<file path="src/rtl/cc_regport_arbiter_if.sv">
// Request/grant bundle between the MIR and scratchpad requesters and the
// register-file address port arbiter.
interface cc_regport_arbiter_if #(
  parameter int unsigned DATAWIDTH_SCRATCHPAD_DIRECTION = 5,
  parameter int unsigned DATAWIDTH_MIR_DIRECTION        = 6
);
  logic                                      CC_REGPORT_ARBITER_MIRReq_In;
  logic [DATAWIDTH_MIR_DIRECTION-1:0]        CC_REGPORT_ARBITER_MIRAddress_InBus;
  logic                                      CC_REGPORT_ARBITER_MIRWrite_In;
  logic                                      CC_REGPORT_ARBITER_SPReq_In;
  logic [DATAWIDTH_SCRATCHPAD_DIRECTION-1:0] CC_REGPORT_ARBITER_SPAddress_InBus;
  logic                                      CC_REGPORT_ARBITER_SPWrite_In;
  logic                                      CC_REGPORT_ARBITER_MIRGrant_Out;
  logic                                      CC_REGPORT_ARBITER_SPGrant_Out;
  logic                                      CC_REGPORT_ARBITER_Select_Out;
  logic [DATAWIDTH_MIR_DIRECTION-1:0]        CC_REGPORT_ARBITER_Address_OutBus;
  logic                                      CC_REGPORT_ARBITER_Write_Out;
  logic                                      CC_REGPORT_ARBITER_Clear_Out;
  logic                                      CC_REGPORT_ARBITER_Busy_Out;

  modport master (
    output CC_REGPORT_ARBITER_MIRReq_In, CC_REGPORT_ARBITER_MIRAddress_InBus,
           CC_REGPORT_ARBITER_MIRWrite_In, CC_REGPORT_ARBITER_SPReq_In,
           CC_REGPORT_ARBITER_SPAddress_InBus, CC_REGPORT_ARBITER_SPWrite_In,
    input  CC_REGPORT_ARBITER_MIRGrant_Out, CC_REGPORT_ARBITER_SPGrant_Out,
           CC_REGPORT_ARBITER_Select_Out, CC_REGPORT_ARBITER_Address_OutBus,
           CC_REGPORT_ARBITER_Write_Out, CC_REGPORT_ARBITER_Clear_Out,
           CC_REGPORT_ARBITER_Busy_Out
  );

  modport slave (
    input  CC_REGPORT_ARBITER_MIRReq_In, CC_REGPORT_ARBITER_MIRAddress_InBus,
           CC_REGPORT_ARBITER_MIRWrite_In, CC_REGPORT_ARBITER_SPReq_In,
           CC_REGPORT_ARBITER_SPAddress_InBus, CC_REGPORT_ARBITER_SPWrite_In,
    output CC_REGPORT_ARBITER_MIRGrant_Out, CC_REGPORT_ARBITER_SPGrant_Out,
           CC_REGPORT_ARBITER_Select_Out, CC_REGPORT_ARBITER_Address_OutBus,
           CC_REGPORT_ARBITER_Write_Out, CC_REGPORT_ARBITER_Clear_Out,
           CC_REGPORT_ARBITER_Busy_Out
  );
endinterface

</file>
<file path="src/rtl/cc_regport_arbiter.sv">
// Round-robin arbiter for the shared register-file address port, with a
// post-reset sweep that writes every register address once to clear the file.
module cc_regport_arbiter #(
  parameter int unsigned DATAWIDTH_SCRATCHPAD_DIRECTION = 5,
  parameter int unsigned DATAWIDTH_MIR_DIRECTION        = 6,
  parameter int unsigned MAX_BURST                      = 4,
  parameter bit          CLEAR_ON_RESET                 = 1'b1
) (
  input logic               CC_REGPORT_ARBITER_CLOCK_50,
  input logic               CC_REGPORT_ARBITER_RESET_InLow,
  cc_regport_arbiter_if.slave port
);
  localparam int unsigned addrWidth  = DATAWIDTH_MIR_DIRECTION;
  localparam int unsigned sweepWidth = DATAWIDTH_MIR_DIRECTION + 1;
  localparam int unsigned burstWidth = $clog2(MAX_BURST + 1);

  typedef enum logic [1:0] {CLEAR, IDLE, GNT_MIR, GNT_SP} arbState_t;

  arbState_t state, stateNext;
  logic [sweepWidth-1:0] sweepCount, sweepNext;
  logic [burstWidth-1:0] burstCount, burstNext;
  logic lastMir, lastMirNext;
  logic mirGrantQ, mirGrantNext, spGrantQ, spGrantNext;
  logic selectQ, selectNext, writeQ, writeNext, clearQ, clearNext, busyQ, busyNext;
  logic [addrWidth-1:0] addressQ, addressNext;
  logic takeMir, takeSp, keepMir, keepSp, burstFull;

  logic                                      mirReq, spReq;
  logic [addrWidth-1:0]                      mirAddress;
  logic [DATAWIDTH_SCRATCHPAD_DIRECTION-1:0] spAddress;

  assign mirReq     = port.CC_REGPORT_ARBITER_MIRReq_In;
  assign spReq      = port.CC_REGPORT_ARBITER_SPReq_In;
  assign mirAddress = port.CC_REGPORT_ARBITER_MIRAddress_InBus;
  assign spAddress  = port.CC_REGPORT_ARBITER_SPAddress_InBus;
  assign burstFull  = (burstCount == burstWidth'(MAX_BURST));

  // Next-state and next-output decode; the sweep is done once its counter's MSB sets.
  always_comb begin
    stateNext    = state;
    sweepNext    = sweepCount;
    burstNext    = burstCount;
    lastMirNext  = lastMir;
    mirGrantNext = 1'b0;
    spGrantNext  = 1'b0;
    selectNext   = selectQ;
    addressNext  = addressQ;
    writeNext    = 1'b0;
    clearNext    = 1'b0;
    takeMir      = 1'b0;
    takeSp       = 1'b0;
    keepMir      = 1'b0;
    keepSp       = 1'b0;

    unique case (state)
      CLEAR: begin
        if (sweepCount[sweepWidth-1]) begin
          stateNext = IDLE;
        end else begin
          addressNext = sweepCount[addrWidth-1:0];
          writeNext   = 1'b1;
          clearNext   = 1'b1;
          selectNext  = 1'b1;
          sweepNext   = sweepCount + sweepWidth'(1);
        end
      end
      IDLE: begin
        if (mirReq && (!spReq || !lastMir)) takeMir = 1'b1;
        else if (spReq)                     takeSp  = 1'b1;
      end
      GNT_MIR: begin
        if (!mirReq) begin
          if (spReq) takeSp = 1'b1;
          else       stateNext = IDLE;
        end else if (burstFull && spReq) begin
          takeSp = 1'b1;
        end else begin
          keepMir = 1'b1;
        end
      end
      GNT_SP: begin
        if (!spReq) begin
          if (mirReq) takeMir = 1'b1;
          else        stateNext = IDLE;
        end else if (burstFull && mirReq) begin
          takeMir = 1'b1;
        end else begin
          keepSp = 1'b1;
        end
      end
      default: stateNext = IDLE;
    endcase

    // New owner: burst restarts at one and round-robin pointer moves.
    if (takeMir || takeSp) begin
      stateNext   = takeMir ? GNT_MIR : GNT_SP;
      burstNext   = burstWidth'(1);
      lastMirNext = takeMir;
    end else if ((keepMir || keepSp) && !burstFull) begin
      burstNext = burstCount + burstWidth'(1);
    end

    if (takeMir || keepMir) begin
      mirGrantNext = 1'b1;
      selectNext   = 1'b1;
      addressNext  = mirAddress;
      writeNext    = port.CC_REGPORT_ARBITER_MIRWrite_In;
    end else if (takeSp || keepSp) begin
      spGrantNext = 1'b1;
      selectNext  = 1'b0;
      addressNext = addrWidth'(spAddress);
      writeNext   = port.CC_REGPORT_ARBITER_SPWrite_In;
    end

    busyNext = (stateNext != IDLE);
  end

  // State and output registers.
  always_ff @(posedge CC_REGPORT_ARBITER_CLOCK_50 or negedge CC_REGPORT_ARBITER_RESET_InLow) begin
    if (!CC_REGPORT_ARBITER_RESET_InLow) begin
      state      <= CLEAR_ON_RESET ? CLEAR : IDLE;
      sweepCount <= '0;
      burstCount <= '0;
      lastMir    <= 1'b0;
      mirGrantQ  <= 1'b0;
      spGrantQ   <= 1'b0;
      selectQ    <= 1'b0;
      addressQ   <= '0;
      writeQ     <= 1'b0;
      clearQ     <= 1'b0;
      busyQ      <= CLEAR_ON_RESET;
    end else begin
      state      <= stateNext;
      sweepCount <= sweepNext;
      burstCount <= burstNext;
      lastMir    <= lastMirNext;
      mirGrantQ  <= mirGrantNext;
      spGrantQ   <= spGrantNext;
      selectQ    <= selectNext;
      addressQ   <= addressNext;
      writeQ     <= writeNext;
      clearQ     <= clearNext;
      busyQ      <= busyNext;
    end
  end

  assign port.CC_REGPORT_ARBITER_MIRGrant_Out   = mirGrantQ;
  assign port.CC_REGPORT_ARBITER_SPGrant_Out    = spGrantQ;
  assign port.CC_REGPORT_ARBITER_Select_Out     = selectQ;
  assign port.CC_REGPORT_ARBITER_Address_OutBus = addressQ;
  assign port.CC_REGPORT_ARBITER_Write_Out      = writeQ;
  assign port.CC_REGPORT_ARBITER_Clear_Out      = clearQ;
  assign port.CC_REGPORT_ARBITER_Busy_Out       = busyQ;
endmodule

</file>
<file path="src/flat_wrapper.sv">
// flat-port wrapper written by rule: the top's interface ports become plain ports
module cc_regport_arbiter_flat 
#(
  parameter int unsigned DATAWIDTH_SCRATCHPAD_DIRECTION = 5,
  parameter int unsigned DATAWIDTH_MIR_DIRECTION        = 6,
  parameter int unsigned MAX_BURST                      = 4,
  parameter bit          CLEAR_ON_RESET                 = 1'b1
)
  (CC_REGPORT_ARBITER_CLOCK_50, CC_REGPORT_ARBITER_RESET_InLow, port_CC_REGPORT_ARBITER_MIRReq_In, port_CC_REGPORT_ARBITER_MIRAddress_InBus, port_CC_REGPORT_ARBITER_MIRWrite_In, port_CC_REGPORT_ARBITER_SPReq_In, port_CC_REGPORT_ARBITER_SPAddress_InBus, port_CC_REGPORT_ARBITER_SPWrite_In, port_CC_REGPORT_ARBITER_MIRGrant_Out, port_CC_REGPORT_ARBITER_SPGrant_Out, port_CC_REGPORT_ARBITER_Select_Out, port_CC_REGPORT_ARBITER_Address_OutBus, port_CC_REGPORT_ARBITER_Write_Out, port_CC_REGPORT_ARBITER_Clear_Out, port_CC_REGPORT_ARBITER_Busy_Out);
  cc_regport_arbiter_if #(.DATAWIDTH_SCRATCHPAD_DIRECTION(DATAWIDTH_SCRATCHPAD_DIRECTION), .DATAWIDTH_MIR_DIRECTION(DATAWIDTH_MIR_DIRECTION)) port_i ();
  input logic CC_REGPORT_ARBITER_CLOCK_50;
  input logic CC_REGPORT_ARBITER_RESET_InLow;
  input wire logic [$bits(port_i.CC_REGPORT_ARBITER_MIRReq_In)-1:0] port_CC_REGPORT_ARBITER_MIRReq_In;
  input wire logic [$bits(port_i.CC_REGPORT_ARBITER_MIRAddress_InBus)-1:0] port_CC_REGPORT_ARBITER_MIRAddress_InBus;
  input wire logic [$bits(port_i.CC_REGPORT_ARBITER_MIRWrite_In)-1:0] port_CC_REGPORT_ARBITER_MIRWrite_In;
  input wire logic [$bits(port_i.CC_REGPORT_ARBITER_SPReq_In)-1:0] port_CC_REGPORT_ARBITER_SPReq_In;
  input wire logic [$bits(port_i.CC_REGPORT_ARBITER_SPAddress_InBus)-1:0] port_CC_REGPORT_ARBITER_SPAddress_InBus;
  input wire logic [$bits(port_i.CC_REGPORT_ARBITER_SPWrite_In)-1:0] port_CC_REGPORT_ARBITER_SPWrite_In;
  output wire logic [$bits(port_i.CC_REGPORT_ARBITER_MIRGrant_Out)-1:0] port_CC_REGPORT_ARBITER_MIRGrant_Out;
  output wire logic [$bits(port_i.CC_REGPORT_ARBITER_SPGrant_Out)-1:0] port_CC_REGPORT_ARBITER_SPGrant_Out;
  output wire logic [$bits(port_i.CC_REGPORT_ARBITER_Select_Out)-1:0] port_CC_REGPORT_ARBITER_Select_Out;
  output wire logic [$bits(port_i.CC_REGPORT_ARBITER_Address_OutBus)-1:0] port_CC_REGPORT_ARBITER_Address_OutBus;
  output wire logic [$bits(port_i.CC_REGPORT_ARBITER_Write_Out)-1:0] port_CC_REGPORT_ARBITER_Write_Out;
  output wire logic [$bits(port_i.CC_REGPORT_ARBITER_Clear_Out)-1:0] port_CC_REGPORT_ARBITER_Clear_Out;
  output wire logic [$bits(port_i.CC_REGPORT_ARBITER_Busy_Out)-1:0] port_CC_REGPORT_ARBITER_Busy_Out;
  assign port_i.CC_REGPORT_ARBITER_MIRReq_In = port_CC_REGPORT_ARBITER_MIRReq_In;
  assign port_i.CC_REGPORT_ARBITER_MIRAddress_InBus = port_CC_REGPORT_ARBITER_MIRAddress_InBus;
  assign port_i.CC_REGPORT_ARBITER_MIRWrite_In = port_CC_REGPORT_ARBITER_MIRWrite_In;
  assign port_i.CC_REGPORT_ARBITER_SPReq_In = port_CC_REGPORT_ARBITER_SPReq_In;
  assign port_i.CC_REGPORT_ARBITER_SPAddress_InBus = port_CC_REGPORT_ARBITER_SPAddress_InBus;
  assign port_i.CC_REGPORT_ARBITER_SPWrite_In = port_CC_REGPORT_ARBITER_SPWrite_In;
  assign port_CC_REGPORT_ARBITER_MIRGrant_Out = port_i.CC_REGPORT_ARBITER_MIRGrant_Out;
  assign port_CC_REGPORT_ARBITER_SPGrant_Out = port_i.CC_REGPORT_ARBITER_SPGrant_Out;
  assign port_CC_REGPORT_ARBITER_Select_Out = port_i.CC_REGPORT_ARBITER_Select_Out;
  assign port_CC_REGPORT_ARBITER_Address_OutBus = port_i.CC_REGPORT_ARBITER_Address_OutBus;
  assign port_CC_REGPORT_ARBITER_Write_Out = port_i.CC_REGPORT_ARBITER_Write_Out;
  assign port_CC_REGPORT_ARBITER_Clear_Out = port_i.CC_REGPORT_ARBITER_Clear_Out;
  assign port_CC_REGPORT_ARBITER_Busy_Out = port_i.CC_REGPORT_ARBITER_Busy_Out;
  cc_regport_arbiter #(.DATAWIDTH_SCRATCHPAD_DIRECTION(DATAWIDTH_SCRATCHPAD_DIRECTION), .DATAWIDTH_MIR_DIRECTION(DATAWIDTH_MIR_DIRECTION), .MAX_BURST(MAX_BURST), .CLEAR_ON_RESET(CLEAR_ON_RESET)) u_core (.CC_REGPORT_ARBITER_CLOCK_50(CC_REGPORT_ARBITER_CLOCK_50), .CC_REGPORT_ARBITER_RESET_InLow(CC_REGPORT_ARBITER_RESET_InLow), .port(port_i));
endmodule
</file>
<file path="config.mk">
export PLATFORM = sky130hd
export DESIGN_NAME = cc_regport_arbiter_flat
export DESIGN_NICKNAME = d
export VERILOG_FILES = /design/src/rtl/cc_regport_arbiter_if.sv /design/src/rtl/cc_regport_arbiter.sv /design/src/flat_wrapper.sv
export SDC_FILE = /design/constraint.sdc
export NUM_CORES = 1
export LEC_CHECK = 0
export BUFFER_PORTS_ARGS = -buffer_cell sky130_fd_sc_hd__buf_4
export CAP_MARGIN = 20
export CORE_UTILIZATION = 50
export CTS_BUF_LIST = sky130_fd_sc_hd__clkbuf_8
export CTS_CLUSTER_DIAMETER = 40
export DETAILED_ROUTE_END_ITERATION = 16
export PLACE_DENSITY = 0.75
export SYNTH_ARGS = -nofsm -noshare
export SYNTH_HDL_FRONTEND = slang
export SYNTH_SLANG_ARGS = --single-unit
</file>
<file path="constraint.sdc">
create_clock -name CC_REGPORT_ARBITER_CLOCK_50 -period 2.5 [get_ports CC_REGPORT_ARBITER_CLOCK_50]
set_clock_uncertainty 0.2 [all_clocks]
set_input_delay 0.125 -clock CC_REGPORT_ARBITER_CLOCK_50 [delete_from_list [all_inputs] [get_ports CC_REGPORT_ARBITER_CLOCK_50]]
set_output_delay 0.125 -clock CC_REGPORT_ARBITER_CLOCK_50 [all_outputs]
set_load 0.1 [all_outputs]
</file>
==> results of run 1 <==
-- cell families after synthesis --
group | count (synthesis)
AOI/OAI and AO/OA | 33
xor gates and xnor gates | 6
adders and majority gates | 7
buffers and inverters | 11
DFF | 25
and+or+nand+nor | 49
-- cell usage after synthesis (all sizes together) --
cell      n  area (sq um)
o21ai     2          10.0
dfrtp    24           601
xnor2     5          43.8
a221o     1          11.3
nor2     13          48.8
buf       3          21.3
o22a      1          8.76
nand4     3          18.8
and2      3          18.8
inv       8          30.0
nand2    15          56.3
a21bo     1          10.0
a2bb2oi   1          8.76
nor2b     1          6.26
nand3     9          50.1
and4b     1          10.0
a21oi     7          35.0
a222oi    1          10.0
nor3      2          10.0
ha        7          87.6
o22ai     1          6.26
xor2      1          8.76
a21boi    3          33.8
dfstp     1          26.3
a32oi     2          17.5
a41o      1          10.0
and3      1          6.26
nand2b    1          6.26
o31ai     1          7.51
o21bai    5          37.5
a22oi     5          37.5
a32o      1          10.0
-- final cells by class --
cell class | count | area share [%]
inverter | 8 | 1.74
tap | 30 | 2.17
multi-input combinational | 95 | 36.2
clock inverter | 1 | 0.217
clock buffer | 3 | 2.39
sequential | 25 | 36.2
timing repair buffer | 44 | 21.1
-- flip-flops by register name, summed over array words and instances, names as in the netlist, 2 cells and up --
signal and count:
u_core.port.CC_REGPORT_ARBITER_Address_OutBus 6, u_core.sweepCount 7, u_core.state 2, u_core.burstCount 3
-- per-layer routing --
metal  up-vias  GRT usage (%)  wire (um)
met3         7           3.74         82
li1        557              -          -
met4         0           10.1         52
met5         -              0          0
met2        29           41.6       1540
met1       544           29.4       1300
-- stage by stage --
step           std cells  util, %  instance area (sq um)  hold slack, ps  setup WS, ps
6_report             206     69.8                   1730            81.6           247
5_1_grt              206     69.8                   1730            93.8          64.1
4_1_cts              206     69.8                   1730            69.1           258
3_5_place_dp         188     62.4                   1550            -151           275
3_3_place_gp         188     62.4                   1550            -157           352
2_1_floorplan        131        -                   1300            -371           454
-- worst paths after layout --
check                                                                            end                             start  depth (start not counted)  slack [ps]
worst max-delay path                        u_core.port.CC_REGPORT_ARBITER_Write_Out                   u_core.state[1]                          6         250
worst min-delay path                        u_core.port.CC_REGPORT_ARBITER_Clear_Out    CC_REGPORT_ARBITER_RESET_InLow                          2          80
worst max register to register              u_core.port.CC_REGPORT_ARBITER_Write_Out                   u_core.state[1]                          6         250
worst min register to register                                  u_core.sweepCount[2]              u_core.sweepCount[2]                          1         320
max in group asynchronous                    u_core.port.CC_REGPORT_ARBITER_Busy_Out    CC_REGPORT_ARBITER_RESET_InLow                          2        1720
min in group CC_REGPORT_ARBITER_CLOCK_50  u_core.port.CC_REGPORT_ARBITER_SPGrant_Out  port_CC_REGPORT_ARBITER_SPReq_In                          3          80
==> flow_summary.toml, run 1 <==
[synth]
ys_seq_elements = 25
synth_xor_area_share_pct = 4.03
synth_compound_area_share_pct = 19.5
netlist_area_sq_um = 1300
synth.distinct_cells = 36
synthSimpleGateAreaFrac_pct = 17.8
synth_top_family_by_area = "compound AO/OA/AOI/OAI gates"
synth-adder-area-share_pct = 6.72
syn-num-nets = 155
ys_warn_count = 0
synth_cells = 131
synth.area.mux_share_pct = 0
avgSynthCellArea_sq_um = 9.95
ys_seq_area_share_pct = 48.1

[timing]
rsz0062_at_grt = "no"
maxSlewHeadroom_pct = 71.2
min_period_ps = 2250
fin_setup_tns_ps = 0
finalCritPeriodShare_pct = 90.1
final-hold-violation-count = 0
setup_viol = 0
drv_slew = 0
max_freq_ghz = 0.444
worst_pin_slew_ps = 432

[global_routing]
overflow = 0
grt_usage_pct = 24.0
grt_max_degree = 26
antenna_found_initial = 0
grt_pass1_wl_um = 4840
grt_pass1_vias = 1125

[routing]
drcViolationCount = 0
via_count = 1137
wl_per_cell_um = 14.5
drt_iter0_drc = 21
drtAntennaViolNets = 0
wirelength_um = 2980
drt_pass1_iterations = 4
vias_per_cell = 5.52

[floorplanning]
initial_core_util_pct = 52.6
fp.dieW_um = 53.1
chipHeight_um = 53.1
io_pins = 29
dieArea_sq_um = 2820
fp-row-count = 18
core_sq_um = 2480

[clock_tree]
cts_sinks = 25
ctsHoldBuffers = 14
cts_setup_buffers = 0
ctsResizeCount = 0
htree_levels = 1
cts-root-buf = "clkbuf_8"
clkTransAtPathRegs_ps = 90
worst_skew_pair.late_latency_ps = 270
clockBufferDepth = 2
numCtsBuffers = 3
cts_tree = "done"

[place]
gp_congestion = 0.872
io_buffers = 28
dp_hpwl_um = 2020

[setup_path]
cpPeakStageDelay_ps = 440
critPathRequiredTime_ps = 2460
cp_cell_sequence = "inv_1, ha_1, and2_1, a222oi_1, inv_2, a221o_2"
end_kind = "flip-flop"
critPathKind = "flip-flop to flip-flop"
cp_max_fo = 8
slowest_stage = "a222oi_1"
path_delay_family = "compound AO/OA/AOI/OAI gates"
path_buf_inv = 2
critPathArrivalTime_ps = 2210
startpoint_type = "flip-flop"

[final_layout]
final_cell_mix = "buf_4 (30), dfrtp_1 (24), nand2_1 (15)"
synthToLayoutAreaGrowth_pct = 32.7
antenna_cells = 0
multi_input_area_sq_um = 626
nets = 201
regArea_sq_um = 627
drive_gt1_share_pct = 21.6
filler_cell_count = 190
final_common_cell = "buf_4"

[status]
status = "completed"

[flow_run]
cap_viol_max_count = 0

[min_path]
hold_class = "input pin to async pin"
Power of run 1 is left out: the tool's default activity adds up to more than one toggle a clock period on the data nets, which glitch-free logic cannot reach.
==> run 2, diff against run 1 <==
CORE_UTILIZATION = 55   (was 50)
PLACE_DENSITY = 0.81   (was 0.75)
==> run 2 against run 1 <==
  * The flow now finishes with violations (negative hold slack)
  * Global-route usage down 0.53 points
  * First-iteration DRC count down 14%
  * Via count decreased by 3.7%
  * Final cell count shrank 2.9%
  * Critical path depth up 1
  * Non-clock buffer count fell by 4
  * Register-to-register slack lost 98 ps
  * Utilization increased by 5.8 points
  * Sequential share of layout area grew 0.86 points
  * Count of clock-buffer cells in the layout stayed put
  * Maximum frequency is 4.2% lower
==> flow_summary.toml, run 2 (synthesized netlist as in run 1, its figures left out) <==
[status]
status = "finished with violations"
violations = "negative hold slack"

[timing]
fin_setup_tns_ps = 0
setup_viol = 0
finalCritPeriodShare_pct = 94.0
drv_slew = 0
whs_ps = -3.35
rsz0062_at_grt = "no"
worst_pin_slew_ps = 485
min_period_ps = 2350
max_freq_ghz = 0.425
maxSlewHeadroom_pct = 67.7
final-hold-violation-count = 1

[clock_tree]
cts-root-buf = "clkbuf_8"
clockBufferDepth = 2
clkTransAtPathRegs_ps = 90
cts_sinks = 25
cts_tree = "done"
worst_skew_pair.late_latency_ps = 260
cts_setup_buffers = 0
numCtsBuffers = 3
htree_levels = 1

[global_routing]
grt_pass1_vias = 1040
grt_max_degree = 26
overflow = 0
antenna_found_initial = 0
grt_pass1_wl_um = 4490
grt_usage_pct = 23.5

[setup_path]
reg2reg_depth = 7
critPathRequiredTime_ps = 2480
startpoint_type = "flip-flop"
r2r-start = "u_core.state[1]"
critPathArrivalTime_ps = 2330
reg2reg_slack_ps = 150
cp_max_fo = 8
critPathKind = "flip-flop to flip-flop"
regToRegEndpoint = "u_core.port.CC_REGPORT_ARBITER_Address_OutBus[2]"
end_kind = "flip-flop"

[final_layout]
final_cell_mix = "buf_4 (29), dfrtp_1 (24), nand2_1 (15)"
antenna_cells = 0
synthToLayoutAreaGrowth_pct = 29.7
drive_gt1_share_pct = 21.5
top_register = "u_core.sweepCount"
largest_reg_flops = 7
final_common_cell = "buf_4"
nets = 197

[min_path]
min_path_cells = 3
hold_class = "input pin to flip-flop"
worstHoldStart = "port_CC_REGPORT_ARBITER_MIRAddress_InBus[4]"
min_to = "u_core.port.CC_REGPORT_ARBITER_Address_OutBus[4]"

[floorplanning]
io_pins = 29
chipHeight_um = 50.7
initial_core_util_pct = 58.4
fp-row-count = 17
fp.dieW_um = 50.7
core_sq_um = 2230
dieArea_sq_um = 2570

[routing]
wl_per_cell_um = 13.9
via_count = 1095
wirelength_um = 2790
drcViolationCount = 0
vias_per_cell = 5.48
drt_pass1_iterations = 4
met3WireLength_um = 71
drtAntennaViolNets = 0
wl_met2_um = 1510
drt-met1-wl_um = 1190
drt_iter0_drc = 18
top_layer = "met4"

[place]
io_buffers = 28
dp_hpwl_um = 2000
gp_congestion = 0.796

[flow_run]
cap_viol_max_count = 0
-- run 2: cell count changes in the layout (fill, tap and decap cells not counted), sizes merged --
cell         before  now
buf              30   29
dlygate4sd3      14   11
-- run 2: final cells by class --
| cell class | count | area (sq um) |
|---|---|---|
| clock buffer | 3 | 41.3 |
| clock inverter | 1 | 3.75 |
| fill | 149 | 543 |
| inverter | 8 | 30.0 |
| multi-input combinational | 95 | 626 |
| sequential | 25 | 627 |
| tap | 28 | 35.0 |
| timing repair buffer | 40 | 328 |
-- run 2: per-stage QoR --
stage          utilization (%)  hold WS (ps)  cell area (sq um)  instances  setup WS (ps)
6_report                  75.7         -3.35               1690        200            150
2_1_floorplan                -          -371               1300        131            454
4_1_cts                   75.7          3.35               1690        200            228
3_3_place_gp              68.7          -161               1540        185            337
5_1_grt                   75.7          21.3               1690        200           81.5
3_5_place_dp              68.7          -158               1540        185            254
-- run 2: routing by layer --
metal	vias up	track usage (%)
li1	545	-
met3	2	2.73
met1	527	29.0
met4	0	6.94
met5	-	0
met2	21	42.7
-- run 2: worst max path at each step --
stage | cells after the start | end | start
2_1_floorplan | 6 | u_core.port.CC_REGPORT_ARBITER_Write_Out | u_core.burstCount[0]
3_3_place_gp | 7 | u_core.port.CC_REGPORT_ARBITER_Address_OutBus[4] | u_core.burstCount[0]
3_5_place_dp | 7 | u_core.port.CC_REGPORT_ARBITER_Address_OutBus[1] | u_core.burstCount[0]
4_1_cts | 7 | u_core.port.CC_REGPORT_ARBITER_Address_OutBus[1] | u_core.burstCount[0]
5_1_grt | 7 | u_core.port.CC_REGPORT_ARBITER_Address_OutBus[2] | u_core.burstCount[0]
6_report | 7 | u_core.port.CC_REGPORT_ARBITER_Address_OutBus[2] | u_core.state[1]
-- run 2: repair_timing --
item	4_1_cts	5_1_grt
hold buffers	11	0
gates resized for setup	0	0
hold endpoints to repair	32	0
-- run 2: critical path, cell delays in order (launching register included) --
cell	delay (ps)
dfrtp_1	410
inv_1	80
ha_1	240
and2_1	190
a222oi_1	480
a21boi_4	360
a22oi_1	120
a21oi_1	190
Power of run 2 is left out for the same reason.
